## src/rtl/rf_wb_arbiter_if.sv

```systemverilog
// Write-back arbiter bus: requester handshakes, register-file write port,
// read-port forwarding and the contention counter output.
interface rf_wb_arbiter_if #(
  parameter int NREQ = 3,
  parameter int CNTW = 16
);
  logic [NREQ-1:0]    req_valid;
  logic [5*NREQ-1:0]  req_rd;
  logic [32*NREQ-1:0] req_data;
  logic [NREQ-1:0]    req_ready;
  logic               RegWr;
  logic [4:0]         rd;
  logic [31:0]        wdata;
  logic [4:0]         rs1;
  logic [4:0]         rs2;
  logic               fwd1_hit;
  logic               fwd2_hit;
  logic [31:0]        fwd_data;
  logic [CNTW-1:0]    conflict_cnt;

  // Arbiter side of the bus
  modport slave (
    input  req_valid, req_rd, req_data, rs1, rs2,
    output req_ready, RegWr, rd, wdata, fwd1_hit, fwd2_hit, fwd_data,
           conflict_cnt
  );

  // Requester / register-file side of the bus
  modport master (
    output req_valid, req_rd, req_data, rs1, rs2,
    input  req_ready, RegWr, rd, wdata, fwd1_hit, fwd2_hit, fwd_data,
           conflict_cnt
  );
endinterface

```

## src/rtl/rf_wb_arbiter.sv

```systemverilog
// Round-robin write-back arbiter for the single register-file write port.
// One request is granted per cycle, registered into a one-entry write stage,
// and the in-flight write is forwarded to the two read ports.
module rf_wb_arbiter #(
  parameter int NREQ = 3,
  parameter int CNTW = 16
) (
  input  logic            clk,
  input  logic            rst,
  rf_wb_arbiter_if.slave  bus
);

  localparam int PTRW = (NREQ > 1) ? $clog2(NREQ) : 1;

  logic [PTRW-1:0] ptr_q;
  logic [PTRW-1:0] ptr_d;

  logic            grantFound;
  logic [PTRW-1:0] grantNext;
  logic [NREQ-1:0] grantOneHot;
  logic [4:0]      grantRd;
  logic [31:0]     grantData;
  logic            transfer;

  logic            regWr_q;
  logic            regWr_d;
  logic [4:0]      rd_q;
  logic [4:0]      rd_d;
  logic [31:0]     wdata_q;
  logic [31:0]     wdata_d;

  logic            contended;
  logic [CNTW-1:0] cnt_q;
  logic [CNTW-1:0] cnt_d;

  // Round-robin search: first the indices at or above the pointer, then the
  // ones below it, so the search order is ptr, ptr+1, ... wrapping around.
  always_comb begin
    grantFound  = 1'b0;
    grantNext   = '0;
    grantOneHot = '0;
    grantRd     = '0;
    grantData   = '0;
    for (int i = 0; i < NREQ; i++) begin
      if (!grantFound && bus.req_valid[i] && (i >= int'(ptr_q))) begin
        grantFound     = 1'b1;
        grantOneHot[i] = 1'b1;
        grantRd        = bus.req_rd[i*5 +: 5];
        grantData      = bus.req_data[i*32 +: 32];
        grantNext      = (i == NREQ - 1) ? '0 : PTRW'(i + 1);
      end
    end
    for (int i = 0; i < NREQ; i++) begin
      if (!grantFound && bus.req_valid[i] && (i < int'(ptr_q))) begin
        grantFound     = 1'b1;
        grantOneHot[i] = 1'b1;
        grantRd        = bus.req_rd[i*5 +: 5];
        grantData      = bus.req_data[i*32 +: 32];
        grantNext      = (i == NREQ - 1) ? '0 : PTRW'(i + 1);
      end
    end
  end

  // Grants are suppressed during reset so nothing is accepted that would be
  // dropped by the write stage being cleared.
  assign transfer      = grantFound && !rst;
  assign bus.req_ready = rst ? '0 : grantOneHot;

  // Next-state for pointer, write stage and saturating contention counter.
  always_comb begin
    ptr_d     = ptr_q;
    regWr_d   = 1'b0;
    rd_d      = rd_q;
    wdata_d   = wdata_q;
    cnt_d     = cnt_q;
    contended = ($countones(bus.req_valid) > 1);
    if (transfer) begin
      ptr_d   = grantNext;
      regWr_d = (grantRd != 5'd0);
      rd_d    = grantRd;
      wdata_d = grantData;
    end
    if (contended && (cnt_q != '1)) begin
      cnt_d = cnt_q + CNTW'(1);
    end
  end

  // State registers with synchronous reset; reset also drops any in-flight write.
  always_ff @(posedge clk) begin
    if (rst) begin
      ptr_q   <= '0;
      regWr_q <= 1'b0;
      rd_q    <= '0;
      wdata_q <= '0;
      cnt_q   <= '0;
    end else begin
      ptr_q   <= ptr_d;
      regWr_q <= regWr_d;
      rd_q    <= rd_d;
      wdata_q <= wdata_d;
      cnt_q   <= cnt_d;
    end
  end

  assign bus.RegWr        = regWr_q;
  assign bus.rd           = rd_q;
  assign bus.wdata        = wdata_q;
  assign bus.conflict_cnt = cnt_q;

  // Forwarding never hits on r0, and only while a real write is in flight.
  assign bus.fwd1_hit = regWr_q && (rd_q != 5'd0) && (rd_q == bus.rs1);
  assign bus.fwd2_hit = regWr_q && (rd_q != 5'd0) && (rd_q == bus.rs2);
  assign bus.fwd_data = wdata_q;

endmodule

```

## src/flat_wrapper.sv

```systemverilog
// flat-port wrapper written by rule: the top's interface ports become plain ports
module rf_wb_arbiter_flat 
#(
  parameter int NREQ = 3,
  parameter int CNTW = 16
)
  (clk, rst, bus_req_valid, bus_req_rd, bus_req_data, bus_rs1, bus_rs2, bus_req_ready, bus_RegWr, bus_rd, bus_wdata, bus_fwd1_hit, bus_fwd2_hit, bus_fwd_data, bus_conflict_cnt);
  rf_wb_arbiter_if #(.NREQ(NREQ), .CNTW(CNTW)) bus_i ();
  input  logic clk;
  input  logic rst;
  input wire logic [$bits(bus_i.req_valid)-1:0] bus_req_valid;
  input wire logic [$bits(bus_i.req_rd)-1:0] bus_req_rd;
  input wire logic [$bits(bus_i.req_data)-1:0] bus_req_data;
  input wire logic [$bits(bus_i.rs1)-1:0] bus_rs1;
  input wire logic [$bits(bus_i.rs2)-1:0] bus_rs2;
  output wire logic [$bits(bus_i.req_ready)-1:0] bus_req_ready;
  output wire logic [$bits(bus_i.RegWr)-1:0] bus_RegWr;
  output wire logic [$bits(bus_i.rd)-1:0] bus_rd;
  output wire logic [$bits(bus_i.wdata)-1:0] bus_wdata;
  output wire logic [$bits(bus_i.fwd1_hit)-1:0] bus_fwd1_hit;
  output wire logic [$bits(bus_i.fwd2_hit)-1:0] bus_fwd2_hit;
  output wire logic [$bits(bus_i.fwd_data)-1:0] bus_fwd_data;
  output wire logic [$bits(bus_i.conflict_cnt)-1:0] bus_conflict_cnt;
  assign bus_i.req_valid = bus_req_valid;
  assign bus_i.req_rd = bus_req_rd;
  assign bus_i.req_data = bus_req_data;
  assign bus_i.rs1 = bus_rs1;
  assign bus_i.rs2 = bus_rs2;
  assign bus_req_ready = bus_i.req_ready;
  assign bus_RegWr = bus_i.RegWr;
  assign bus_rd = bus_i.rd;
  assign bus_wdata = bus_i.wdata;
  assign bus_fwd1_hit = bus_i.fwd1_hit;
  assign bus_fwd2_hit = bus_i.fwd2_hit;
  assign bus_fwd_data = bus_i.fwd_data;
  assign bus_conflict_cnt = bus_i.conflict_cnt;
  rf_wb_arbiter #(.NREQ(NREQ), .CNTW(CNTW)) u_core (.clk(clk), .rst(rst), .bus(bus_i));
endmodule
```

## config.mk

```make
export PLATFORM = sky130hd
export DESIGN_NAME = rf_wb_arbiter_flat
export DESIGN_NICKNAME = d
export VERILOG_FILES = /design/src/rtl/rf_wb_arbiter_if.sv /design/src/rtl/rf_wb_arbiter.sv /design/src/flat_wrapper.sv
export SDC_FILE = /design/constraint.sdc
export NUM_CORES = 1
export LEC_CHECK = 0
export CAP_MARGIN = 20
export CORE_MARGIN = 2
export CORE_UTILIZATION = 39
export CTS_BUF_LIST = sky130_fd_sc_hd__clkbuf_4
export DETAILED_ROUTE_END_ITERATION = 6
export PLACE_DENSITY = 0.89
export SYNTH_ARGS = -nofsm -noshare
export SYNTH_HDL_FRONTEND = slang
export SYNTH_SLANG_ARGS = --single-unit
```

## constraint.sdc

```tcl
create_clock -name clk -period 2.59 [get_ports clk]
set_input_delay 0.259 -clock clk [delete_from_list [all_inputs] [get_ports clk]]
set_output_delay 0.259 -clock clk [all_outputs]
set_load 0.02 [all_outputs]
```

== Word level (Yosys, flattened, before mapping) ==
Cells that the tools add are included.

* Register bits after elaboration: 56
* Input port bits: 126
* Output and inout bits: 91

* Add/sub/neg operators: 3
* Magnitude comparators: 7
* Equality and inequality tests: 3
* Mux-type cells: 30
* Bitwise logic cells: 1
* Reduce and logical (&&, ||, !) cells: 25

{| class="wikitable"
|+ Operators with widths
! operator !! count
|-
| 32-bit two-way mux || 6
|-
| 32-bit by 1-bit adder with 32-bit output || 1
|-
| 32-bit by 2-bit greater-than comparator with 1-bit output, second input constant || 1
|-
| 5-bit two-way mux || 6
|-
| 16-bit by 1-bit adder with 16-bit output, second input constant || 1
|-
| 1-bit logical AND || 16
|-
| 16-bit != test, second input constant || 1
|-
| 1-bit two-way mux || 12
|-
| 5-bit equality test || 2
|-
| 2-bit two-way mux || 5
|-
| 5-bit nonzero test || 2
|-
| 1-bit logical NOT || 6
|-
| 1-bit by 2-bit greater-or-equal comparator with 1-bit output, first input constant || 2
|-
| 1-bit by 2-bit less-than comparator with 1-bit output, first input constant || 2
|-
| 3-bit two-way mux || 1
|-
| 1-bit by 1-bit adder with 2-bit output || 1
|-
| 2-bit greater-or-equal comparator, first input constant || 1
|-
| 2-bit less-than comparator, first input constant || 1
|-
| 2-bit OR reduction || 1
|-
| 1-bit inverter || 1
|}

== Depth between registers and ports, before layout ==
Gate-level depths: netlist of run 1.

* Word-level depth: 26
* Mapped depth: 8
* Depth with buffers taken out: 7

== Worst setup path after synthesis of run 1 ==
Ideal clock, no wire load.

* Kind: register to output
* Start: register u_core.ptr_q[1]
* End: output port bus_req_ready[2]
* Arrival: 1.620 ns
* Slack: 0.711 ns
* Stages on the path, launching flop included: 7
* Buffers on the path: 2
* Path through: dfxtp_1 > buf_2 > and2b_1 > nor2_1 > o31ai_4 > clkbuf_1 > nor2b_1

* Word-level cells in the longest chain between the ends: 24
* Elaborated cells on any way between the ends: 30

{| class="wikitable"
|+ Ends and longest elaborated chain
! item !! line !! text
|-
| from (decl) || rf_wb_arbiter.sv:15 || <nowiki>logic [PTRW-1:0] ptr_q;</nowiki>
|-
| from (signal assigned) || rf_wb_arbiter.sv:97 || <nowiki>ptr_q <= ptr_d;</nowiki>
|-
| 1-bit by 2-bit greater-or-equal comparator with 1-bit output || rf_wb_arbiter.sv:45 || <nowiki>if (!grantFound && bus.req_valid[i] && (i >= int'(ptr_q))) begin</nowiki>
|-
| 1-bit logical AND || rf_wb_arbiter.sv:45 ||
|-
| 1-bit two-way mux || rf_wb_arbiter.sv:45 ||
|-
| 1-bit logical NOT || rf_wb_arbiter.sv:45 ||
|-
| 1-bit logical AND (2 in a row) || rf_wb_arbiter.sv:45 ||
|-
| 1-bit two-way mux || rf_wb_arbiter.sv:45 ||
|-
| 1-bit logical NOT || rf_wb_arbiter.sv:45 ||
|-
| 1-bit logical AND (2 in a row) || rf_wb_arbiter.sv:45 ||
|-
| [... 4 more ...] || n/a ||
|-
| 1-bit two-way mux || rf_wb_arbiter.sv:54 || <nowiki>if (!grantFound && bus.req_valid[i] && (i < int'(ptr_q))) begin</nowiki>
|-
| 1-bit logical NOT || rf_wb_arbiter.sv:54 ||
|-
| 1-bit logical AND (2 in a row) || rf_wb_arbiter.sv:54 ||
|-
| 1-bit two-way mux || rf_wb_arbiter.sv:54 ||
|-
| 1-bit logical NOT || rf_wb_arbiter.sv:54 ||
|-
| 1-bit logical AND (2 in a row) || rf_wb_arbiter.sv:54 ||
|-
| 1-bit two-way mux * || rf_wb_arbiter.sv:54 ||
|-
| 3-bit two-way mux * || rf_wb_arbiter.sv:67 || <nowiki>assign bus.req_ready = rst ? '0 : grantOneHot;</nowiki>
|-
| to (decl) || flat_wrapper.sv:16 || <nowiki>output wire logic [$bits(bus_i.req_ready)-1:0] bus_req_ready;</nowiki>
|}

Mark *: on every way between the ends. The rest lies on a longest branch, timed or not.

== Final worst setup path of run 1 ==
* Start: register u_core.rd_q[4] (netlist: u_core.bus.rd[4])
* End: output port bus_fwd2_hit

* Word-level cells in the longest chain between the ends: 3
* Elaborated cells on any way between the ends: 4

{| class="wikitable"
|+ Ends and longest elaborated chain
! item !! line !! text
|-
| from (decl) || rf_wb_arbiter.sv:27 || <nowiki>logic [4:0] rd_q;</nowiki>
|-
| from (signal assigned) || rf_wb_arbiter.sv:99 || <nowiki>rd_q <= rd_d;</nowiki>
|-
| 5-bit nonzero test || rf_wb_arbiter.sv:112 || <nowiki>assign bus.fwd2_hit = regWr_q && (rd_q != 5'd0) && (rd_q == bus.rs2);</nowiki>
|-
| 1-bit logical AND || rf_wb_arbiter.sv:112 ||
|-
| 1-bit logical AND * || rf_wb_arbiter.sv:112 ||
|-
| to (decl) || flat_wrapper.sv:21 || <nowiki>output wire logic [$bits(bus_i.fwd2_hit)-1:0] bus_fwd2_hit;</nowiki>
|}

Marked as above.

==> impl_metrics.env, run 1 <==
export IMPL_cts_tree="done"
export IMPL_port_buffers=216
export IMPL_syn_area_per_cell_sq_um=8.352
export IMPL_rsz0062_at_grt="no"
export IMPL_ir_drop_mv=0.2484
export IMPL_status="complete, no violations"
export IMPL_post_cts_buffers=0
export IMPL_via_per_inst=5.449
export IMPL_grt_max_degree=37
export IMPL_finClkSkew_ns=0.01017
export IMPL_crit_path_start="u_core.bus.rd[4]$_SDFFE_PP0P_"
export IMPL_wl_per_cell_um=17.23
export IMPL_finalSetupViolCount=0
export IMPL_h_tree_depth=2
export IMPL_grt_pass1_wl_um=17060
export IMPL_dieArea_sq_um=8427
export IMPL_relSlewSlack=0.7210
export IMPL_drc_errors=0
export IMPL_drive_gt1_frac=0.04453
export IMPL_overflow=0
export IMPL_dr_total_vias=3493
export IMPL_route_met3_wl_um=935
export IMPL_place_gp_congestion=0.9102
export IMPL_slowest_stage="clkdlybuf4s50_1"
export IMPL_setup_tns_ns=0
export IMPL_placementRows=32
export IMPL_insertion_delay_ns=0.38
export IMPL_p_leak_nw=1.833
export IMPL_instances_no_fill=641
export IMPL_syn_area_sq_um=3007
export IMPL_clock_path_buffers=2
export IMPL_chipWidth_um=91.80
export IMPL_num_io_pins=217
export IMPL_drv_slew=0
export IMPL_start_kind="flip-flop"
export IMPL_whs_ns=0.2591
export IMPL_finalCriticalPeriod_ns=2.503
export IMPL_finalNetCount=666
export IMPL_cts_sinks=56
export IMPL_totalPowerFinal_w=0.002181
export IMPL_hp_class="input port to flip-flop"
export IMPL_synth_warnings=0
export IMPL_r2r_start="u_core.ptr_q[1]$_SDFFE_PP0P_"
export IMPL_synth_seq_area_share=0.3729
export IMPL_reg2reg_depth=7
export IMPL_cp_depth=4
export IMPL_grt_usage=0.2491
export IMPL_min_delay_start="rst"
export IMPL_critPathTopFamily="simple AND/OR/NAND/NOR gates"
export IMPL_first_global_vias=3379
export IMPL_routed_wl_um=11040
export IMPL_grt_antenna_before_repair=0
export IMPL_initial_core_util=0.3952
export IMPL_synthToLayoutAreaGrowth_pct=69.12
export IMPL_yosys_register_bits=56
export IMPL_clock_fmax_mhz=399.6
export IMPL_cp_num_buf_inv=1
export IMPL_die_h_um=91.80
export IMPL_critPathRequiredTime_ns=2.33
export IMPL_power_density_nw_per_um2=429.0
export IMPL_path_clk_slew_ns=0.16
export IMPL_hold_violations=0
export IMPL_period_share=0.9663
export IMPL_cts_resized=0
export IMPL_worstReg2RegEnd="u_core.bus.RegWr$_SDFF_PP0_"
export IMPL_drt_iter0_drc=252
export IMPL_ant_nets=0
export IMPL_top_layer="met4"
export IMPL_dr_wl_met2_um=5545
export IMPL_postCtsHoldBufs=0
export IMPL_synth_cell_types=41
export IMPL_synthesis_nets=488
export IMPL_endpoint="bus_fwd2_hit"
export IMPL_path_cells="or4_1 -> o21ai_0 -> nor4_1 -> clkdlybuf4s50_1"
export IMPL_pre_cts_ws_ns=0.05337
export IMPL_cp_end_kind="output port"
export IMPL_numCtsBuffers=5
export IMPL_hpwlAfterDp_um=8341
export IMPL_slowest_delay_ns=0.55
export IMPL_fin_ws_ns=0.08732
export IMPL_rrSetupSlack_ns=0.40
export IMPL_critPathMaxFanout=5
export IMPL_path_class="flip-flop to output port"
export IMPL_syn_inst=360
export IMPL_cts_root_buf="clkbuf_4"
export IMPL_dp_cells=633
export IMPL_dr_pass1_iters=6
export IMPL_tightest_slew_ns=0.4186
export IMPL_coreArea_sq_um=7607
export IMPL_wl_met1_um=4400
export IMPL_diodes=0
export IMPL_arrival_ns=2.24
export IMPL_cap_violations=0
==> report_power, final <==
group          switching, W  total (W)  internal, W
clock              0.000279   0.000393     0.000115
combinational      0.000356   0.000803     0.000446
sequential        0.0000632   0.000985     0.000922
==> layout make-up <==
type / instances / area, sq um
Clock inverter: 2 / 11.26
Clock buffer: 6 / 45.04
Fill cell: 627 / 2522
Tap cell: 102 / 127.6
Inverter: 7 / 26.28
Timing Repair Buffer: 228 / 2247
Sequential cell: 56 / 1121
Multi-Input combinational cell: 240 / 1506
==> Yosys cell counts (all sizes together) <==
cell | number | area share
o21ai | 4 | 0.0067
and2b | 1 | 0.0025
a2bb2oi | 1 | 0.0029
a21oi | 47 | 0.078
a31oi | 3 | 0.0062
a222oi | 32 | 0.11
a41oi | 1 | 0.0029
dfxtp | 56 | 0.37
nand4 | 4 | 0.0083
nand2b | 3 | 0.0062
ha | 2 | 0.0083
nor2 | 27 | 0.034
inv | 7 | 0.0087
mux2i | 2 | 0.0067
o31ai | 1 | 0.0071
clkbuf | 13 | 0.016
xor2 | 11 | 0.032
a211oi | 3 | 0.0092
o311a | 1 | 0.0033
nor2b | 4 | 0.0083
nor4 | 5 | 0.010
and4 | 1 | 0.0029
a311oi | 1 | 0.0029
nand3 | 12 | 0.020
and4b | 1 | 0.0033
or4 | 1 | 0.0025
a221oi | 5 | 0.015
xnor2 | 9 | 0.026
a21o | 1 | 0.0025
o211ai | 1 | 0.0025
and3 | 5 | 0.010
nor3 | 8 | 0.017
buf | 44 | 0.10
a22oi | 1 | 0.0025
nand2 | 42 | 0.052
==> worst register-to-register path: stages, from the launching register on <==
cell and delay, ns:
dfxtp_1 0.54, and2b_1 0.27, nor2_1 0.23, o31ai_4 0.08
buf_4 0.25, a222oi_1 0.39, and3_1 0.22, a311oi_1 0.09
==> state kept, by name, summed over array words and instances, names as in the netlist <==
signal and count:
u_core.bus.conflict_cnt 16, u_core.ptr_q 2, u_core.bus.fwd_data 32, u_core.bus.RegWr 1
u_core.bus.rd 5
==> how the worst min path moves through the flow <==
stage / end / slack, ns / cells past startpoint
after floorplan: u_core.bus.fwd_data[0]$_SDFFE_PP0P_ / 0.40 / 2
after global placement: u_core.bus.fwd_data[3]$_SDFFE_PP0P_ / 0.50 / 2
after detailed placement: u_core.bus.fwd_data[3]$_SDFFE_PP0P_ / 0.53 / 2
after CTS: u_core.ptr_q[0]$_SDFFE_PP0P_ / 0.25 / 2
after global routing: u_core.ptr_q[0]$_SDFFE_PP0P_ / 0.25 / 2
final: u_core.ptr_q[0]$_SDFFE_PP0P_ / 0.26 / 2
==> placed cells by master, fill, tap and decap left out, drive strengths merged, types with 6 or more instances in the layout <==
cell	n
a21oi	47
clkbuf	6
nor2	27
buf	13
inv	7
xor2	11
xnor2	9
nor3	8
nand2	42
a222oi	32
clkdlybuf4s50	215
dfxtp	56
nand3	12
==> logic make-up (layout without fill, tap and decap cells) <==
logic type	Yosys count	in the layout	share of synthesized area
xor+xnor	20	20	0.05826
mux	2	2	0.006659
simple gates	114	114	0.1777
buf+inv	64	243	0.1282
flops	56	56	0.3729
fa+ha+maj	2	2	0.008322
compound gates	102	102	0.2480
==> routing by layer <==
metal | track usage | up-vias
met1 | 0.2957 | 1643
met5 | 0 | -
met3 | 0.05752 | 18
li1 | - | 1662
met2 | 0.4504 | 170
met4 | 0.06592 | 0
==> per-stage QoR <==
| stage | util | cell area [sq um] |
|---|---|---|
| after floorplan | - | 3007 |
| after global placement | 0.6610 | 5029 |
| after detailed placement | 0.6610 | 5029 |
| after CTS | 0.6684 | 5085 |
| after global routing | 0.6684 | 5085 |
| final | 0.6684 | 5085 |
Power figures use the tool's default switching activity.
==> inputs of run 2 (changes only) <==
- CAP_MARGIN: 20 -> 40
- CORE_UTILIZATION: 39 -> 30
- PLACE_DENSITY: 0.89 -> 0.71
==> impl_metrics.env, run 2 (synthesis results as in run 1) <==
export IMPL_hold_violations=0
export IMPL_period_share=0.9612
export IMPL_finalNetCount=666
export IMPL_ant_nets=0
export IMPL_r2r_start="u_core.ptr_q[1]$_SDFFE_PP0P_"
export IMPL_min_delay_start="rst"
export IMPL_coreArea_sq_um=9729
export IMPL_final_cell_mix="213 x clkdlybuf4s50_1, 56 x dfxtp_1, 47 x a21oi_1"
export IMPL_status="complete, no violations"
export IMPL_worstReg2RegEnd="u_core.bus.RegWr$_SDFF_PP0_"
export IMPL_cts_root_buf="clkbuf_4"
export IMPL_via_per_inst=5.171
export IMPL_die_h_um=104.1
export IMPL_start_kind="flip-flop"
export IMPL_diodes=0
export IMPL_critPathMaxFanout=5
export IMPL_path_clk_slew_ns=0.17
export IMPL_dieArea_sq_um=10840
export IMPL_p_leak_nw=1.863
export IMPL_dr_pass1_iters=6
export IMPL_place_gp_congestion=0.9140
export IMPL_drive_gt1_frac=0.04453
export IMPL_instances_no_fill=672
export IMPL_grt_pass1_wl_um=17950
export IMPL_crit_path_start="u_core.bus.rd[4]$_SDFFE_PP0P_"
export IMPL_finalCriticalPeriod_ns=2.490
export IMPL_rrSetupSlack_ns=0.42
export IMPL_drc_errors=0
export IMPL_tightest_slew_ns=0.5168
export IMPL_largest_reg_flops=32
export IMPL_finalSetupViolCount=0
export IMPL_min_to="u_core.bus.conflict_cnt[13]$_SDFFE_PP0P_"
export IMPL_arrival_ns=2.23
export IMPL_cts_sinks=56
export IMPL_postCtsHoldBufs=0
export IMPL_grt_max_degree=37
export IMPL_chipWidth_um=104.1
export IMPL_insertion_delay_ns=0.37
export IMPL_hpwlAfterDp_um=8886
export IMPL_num_io_pins=217
export IMPL_placementRows=36
export IMPL_cp_end_kind="output port"
export IMPL_drv_slew=0
export IMPL_rsz0062_at_grt="no"
export IMPL_hold_path_depth=2
export IMPL_final_common_cell="clkdlybuf4s50_1"
export IMPL_relSlewSlack=0.6555
export IMPL_reg2reg_depth=7
export IMPL_finClkSkew_ns=0.01003
export IMPL_critPathRequiredTime_ns=2.33
export IMPL_path_class="flip-flop to output port"
export IMPL_clock_fmax_mhz=401.7
export IMPL_dp_cells=664
export IMPL_initial_core_util=0.3090
export IMPL_wl_per_cell_um=17.10
export IMPL_ir_drop_mv=0.2299
export IMPL_setup_tns_ns=0
export IMPL_first_global_vias=3338
export IMPL_cts_tree="done"
export IMPL_hp_class="input port to flip-flop"
export IMPL_grt_antenna_before_repair=0
export IMPL_cap_violations=0
export IMPL_dr_total_vias=3475
export IMPL_overflow=0
export IMPL_drt_iter0_drc=172
export IMPL_numCtsBuffers=5
export IMPL_synthToLayoutAreaGrowth_pct=70.99
export IMPL_power_density_nw_per_um2=424.5
export IMPL_grt_usage=0.2030
export IMPL_port_buffers=216
export IMPL_h_tree_depth=2
export IMPL_clock_path_buffers=2
export IMPL_routed_wl_um=11490
-- run 2: worst max path at each step --
stage                                  end  slack [ns]  cells after the start
3_3_place_gp              bus_req_ready[2]        0.18                      6
6_report                      bus_fwd1_hit        0.10                      4
4_1_cts                   bus_req_ready[2]        0.07                      5
2_1_floorplan             bus_req_ready[2]        0.71                      6
3_5_place_dp   u_core.bus.RegWr$_SDFF_PP0_        0.08                      8
5_1_grt                       bus_fwd1_hit        0.02                      4
-- run 2: routing by layer --
metal	wire, um	share of wire	track usage	vias to the layer above
li1	-	-	-	1658
met1	4668	0.41	0.2404	1634
met2	5799	0.50	0.3604	167
met3	812	0.071	0.05013	16
met4	210	0.018	0.06178	0
met5	0	0	0	-
-- run 2: where the power goes --
group	internal, W	switching, W
Combinational	0.000448	0.000359
Clock	0.000103	0.000290
Sequential	0.000922	0.0000600
-- run 2: worst max-delay path: stages, from the launching register on --
cell             delay, ns
dfxtp_1               0.40
or4_1                 0.52
o21ai_0               0.26
nor4_1                0.13
clkdlybuf4s50_1       0.55
-- run 2: layout make-up --
class                   instances  area, sq um
flip-flops and latches         56         1121
fillers                       948         4588
clock inverters                 3        18.77
well taps                     133        166.4
multi-input cells             240         1506
clock buffers                   5        37.54
inverters                       7        26.28
repair buffers                228         2265
-- run 2: metrics by stage --
| step | power (W) | hold WS [ns] | util | instance area (sq um) | setup WS (ns) |
|---|---|---|---|---|---|
| after floorplan | 0.001400 | 0.3950 | - | 3007 | 0.7108 |
| after global placement | 0.001796 | 0.5074 | 0.5221 | 5080 | 0.1795 |
| after detailed placement | 0.001810 | 0.5146 | 0.5221 | 5080 | 0.08384 |
| after CTS | 0.002204 | 0.3261 | 0.5279 | 5136 | 0.06535 |
| after global routing | 0.002294 | 0.3324 | 0.5284 | 5141 | 0.02436 |
| final | 0.002182 | 0.3349 | 0.5284 | 5141 | 0.1005 |
-- run 2: repair_timing --
action                                  in CTS  in global routing
endpoints found under the setup margin       0                  2
buffers inserted                             0                  0
resized for setup                            0                  2
==> inputs of run 3 (changes only) <==
- CORE_UTILIZATION: 30 -> 39
- PLACE_DENSITY: 0.71 -> 0.89
- RECOVER_POWER: unset -> 25
==> impl_metrics.env, run 3 (synthesis results as in run 1) <==
export IMPL_cap_violations=0
export IMPL_path_cells="dlygate4sd3_1 -> inv_1 -> nor2_1 -> o31ai_4 -> nor2b_1 -> clkdlybuf4s50_1"
export IMPL_hpwlAfterDp_um=8341
export IMPL_final_common_cell="clkdlybuf4s50_1"
export IMPL_grt_antenna_before_repair=0
export IMPL_period_share=0.9671
export IMPL_slowest_delay_ns=0.77
export IMPL_finClkSkew_ns=0.01054
export IMPL_ant_nets=0
export IMPL_dr_pass1_iters=7
export IMPL_largest_reg_flops=32
export IMPL_port_buffers=216
export IMPL_num_io_pins=217
export IMPL_initial_core_util=0.3952
export IMPL_finalCriticalPeriod_ns=2.505
export IMPL_setup_tns_ns=0
export IMPL_overflow=0
export IMPL_dp_cells=633
export IMPL_min_delay_start="rst"
export IMPL_crit_path_start="bus_req_valid[0]"
export IMPL_hold_violations=0
export IMPL_routed_wl_um=11050
export IMPL_final_cell_mix="182 x clkdlybuf4s50_1, 56 x dfxtp_1, 47 x a21oi_1"
export IMPL_violations="design-rule violations"
export IMPL_rsz0062_at_grt="no"
export IMPL_clock_fmax_mhz=399.2
export IMPL_status="finished with violations"
export IMPL_drive_gt1_frac=0.04453
export IMPL_critPathMaxFanout=10
export IMPL_hold_path_depth=2
export IMPL_via_per_inst=5.396
export IMPL_power_density_nw_per_um2=425.1
export IMPL_multi_input_area_sq_um=1506
export IMPL_h_tree_depth=2
export IMPL_cts_resized=0
export IMPL_finalSetupViolCount=0
export IMPL_first_global_vias=3379
export IMPL_path_clk_slew_ns=0.16
export IMPL_post_cts_buffers=0
export IMPL_rrSetupSlack_ns=0.40
export IMPL_cts_tree="done"
export IMPL_cp_end_kind="output port"
export IMPL_slowest_stage="dlygate4sd3_1"
export IMPL_die_h_um=91.80
export IMPL_drc_errors=2
export IMPL_drv_slew=0
export IMPL_placementRows=32
export IMPL_grt_usage=0.2491
export IMPL_start_kind="input port"
export IMPL_chipWidth_um=91.80
export IMPL_insertion_delay_ns=0.37
export IMPL_reg2reg_depth=7
export IMPL_finalNetCount=666
export IMPL_synthToLayoutAreaGrowth_pct=69.04
export IMPL_grt_pass1_wl_um=17060
export IMPL_numCtsBuffers=5
export IMPL_dieArea_sq_um=8427
export IMPL_final_util=0.6681
export IMPL_nFillCells=628
export IMPL_drt_iter0_drc=254
export IMPL_place_gp_congestion=0.9102
export IMPL_path_class="input port to output port"
export IMPL_instances_no_fill=641
export IMPL_wl_per_cell_um=17.24
export IMPL_critPathRequiredTime_ns=2.33
export IMPL_diodes=0
export IMPL_coreArea_sq_um=7607
export IMPL_postCtsHoldBufs=0
export IMPL_cts_root_buf="clkbuf_4"
export IMPL_hp_class="input port to flip-flop"
export IMPL_tightest_slew_ns=0.8216
export IMPL_arrival_ns=2.25
export IMPL_seq_area_sq_um=1121
export IMPL_p_leak_nw=1.903
export IMPL_cts_sinks=56
export IMPL_ir_drop_mv=0.2431
export IMPL_grt_max_degree=37
export IMPL_dr_total_vias=3459
export IMPL_clock_path_buffers=2
export IMPL_r2r_start="u_core.ptr_q[1]$_SDFFE_PP0P_"
export IMPL_relSlewSlack=0.4522
[run 3: cell count changes in the layout (fill, tap and decap cells not counted), sizes merged]
cell	change
dlymetal6s2s	-2
dlygate4sd3	+33
clkbuf	+2
buf	-1
clkdlybuf4s50	-31
clkinvlp	-1
[run 3: routing by layer]
metal | global-route usage | vias up | wire length, um
li1 | - | 1660 | -
met1 | 0.2957 | 1623 | 4332
met2 | 0.4504 | 162 | 5631
met3 | 0.05752 | 14 | 949
met4 | 0.06592 | 0 | 138
met5 | 0 | - | 0
[run 3: cell type report]
cell class	count	area share
flip-flops and latches	56	0.2206
well taps	102	0.02511
repair buffers	228	0.4417
multi-input cells	240	0.2964
inverters	7	0.005170
clock buffers	6	0.008863
clock inverters	2	0.002216
[run 3: worst max-delay path: cells and delay by family]
kind	cells	cell delay, ns
compound gates	1	0.08
buf+inv	3	1.50
simple gates	2	0.40
[run 3: worst paths after layout]
| check | to |
|---|---|
| worst max-delay path | bus_req_ready[2] |
| worst min-delay path | u_core.ptr_q[0]$_SDFFE_PP0P_ |
| worst max register to register | u_core.bus.RegWr$_SDFF_PP0_ |
| worst min register to register | u_core.bus.fwd_data[3]$_SDFFE_PP0P_ |
[run 3: stage by stage]
step / setup WS [ns] / power, W / instance area [sq um] / hold slack, ns
final: 0.08525 / 0.002161 / 5082 / 0.2632
after global routing: 0.0002554 / 0.002264 / 5082 / 0.2541
after CTS: 0.06240 / 0.002195 / 5085 / 0.2525
after detailed placement: 0.05337 / 0.001804 / 5029 / 0.5272
after global placement: 0.1686 / 0.001785 / 5029 / 0.5036
after floorplan: 0.7108 / 0.001400 / 3007 / 0.3950
[run 3: power breakdown]
group          internal, W  total, W  switching [W]
combinational     0.000430  0.000786       0.000356
sequential        0.000922  0.000984      0.0000613
clock             0.000115  0.000391       0.000276
total              0.00147   0.00216       0.000694
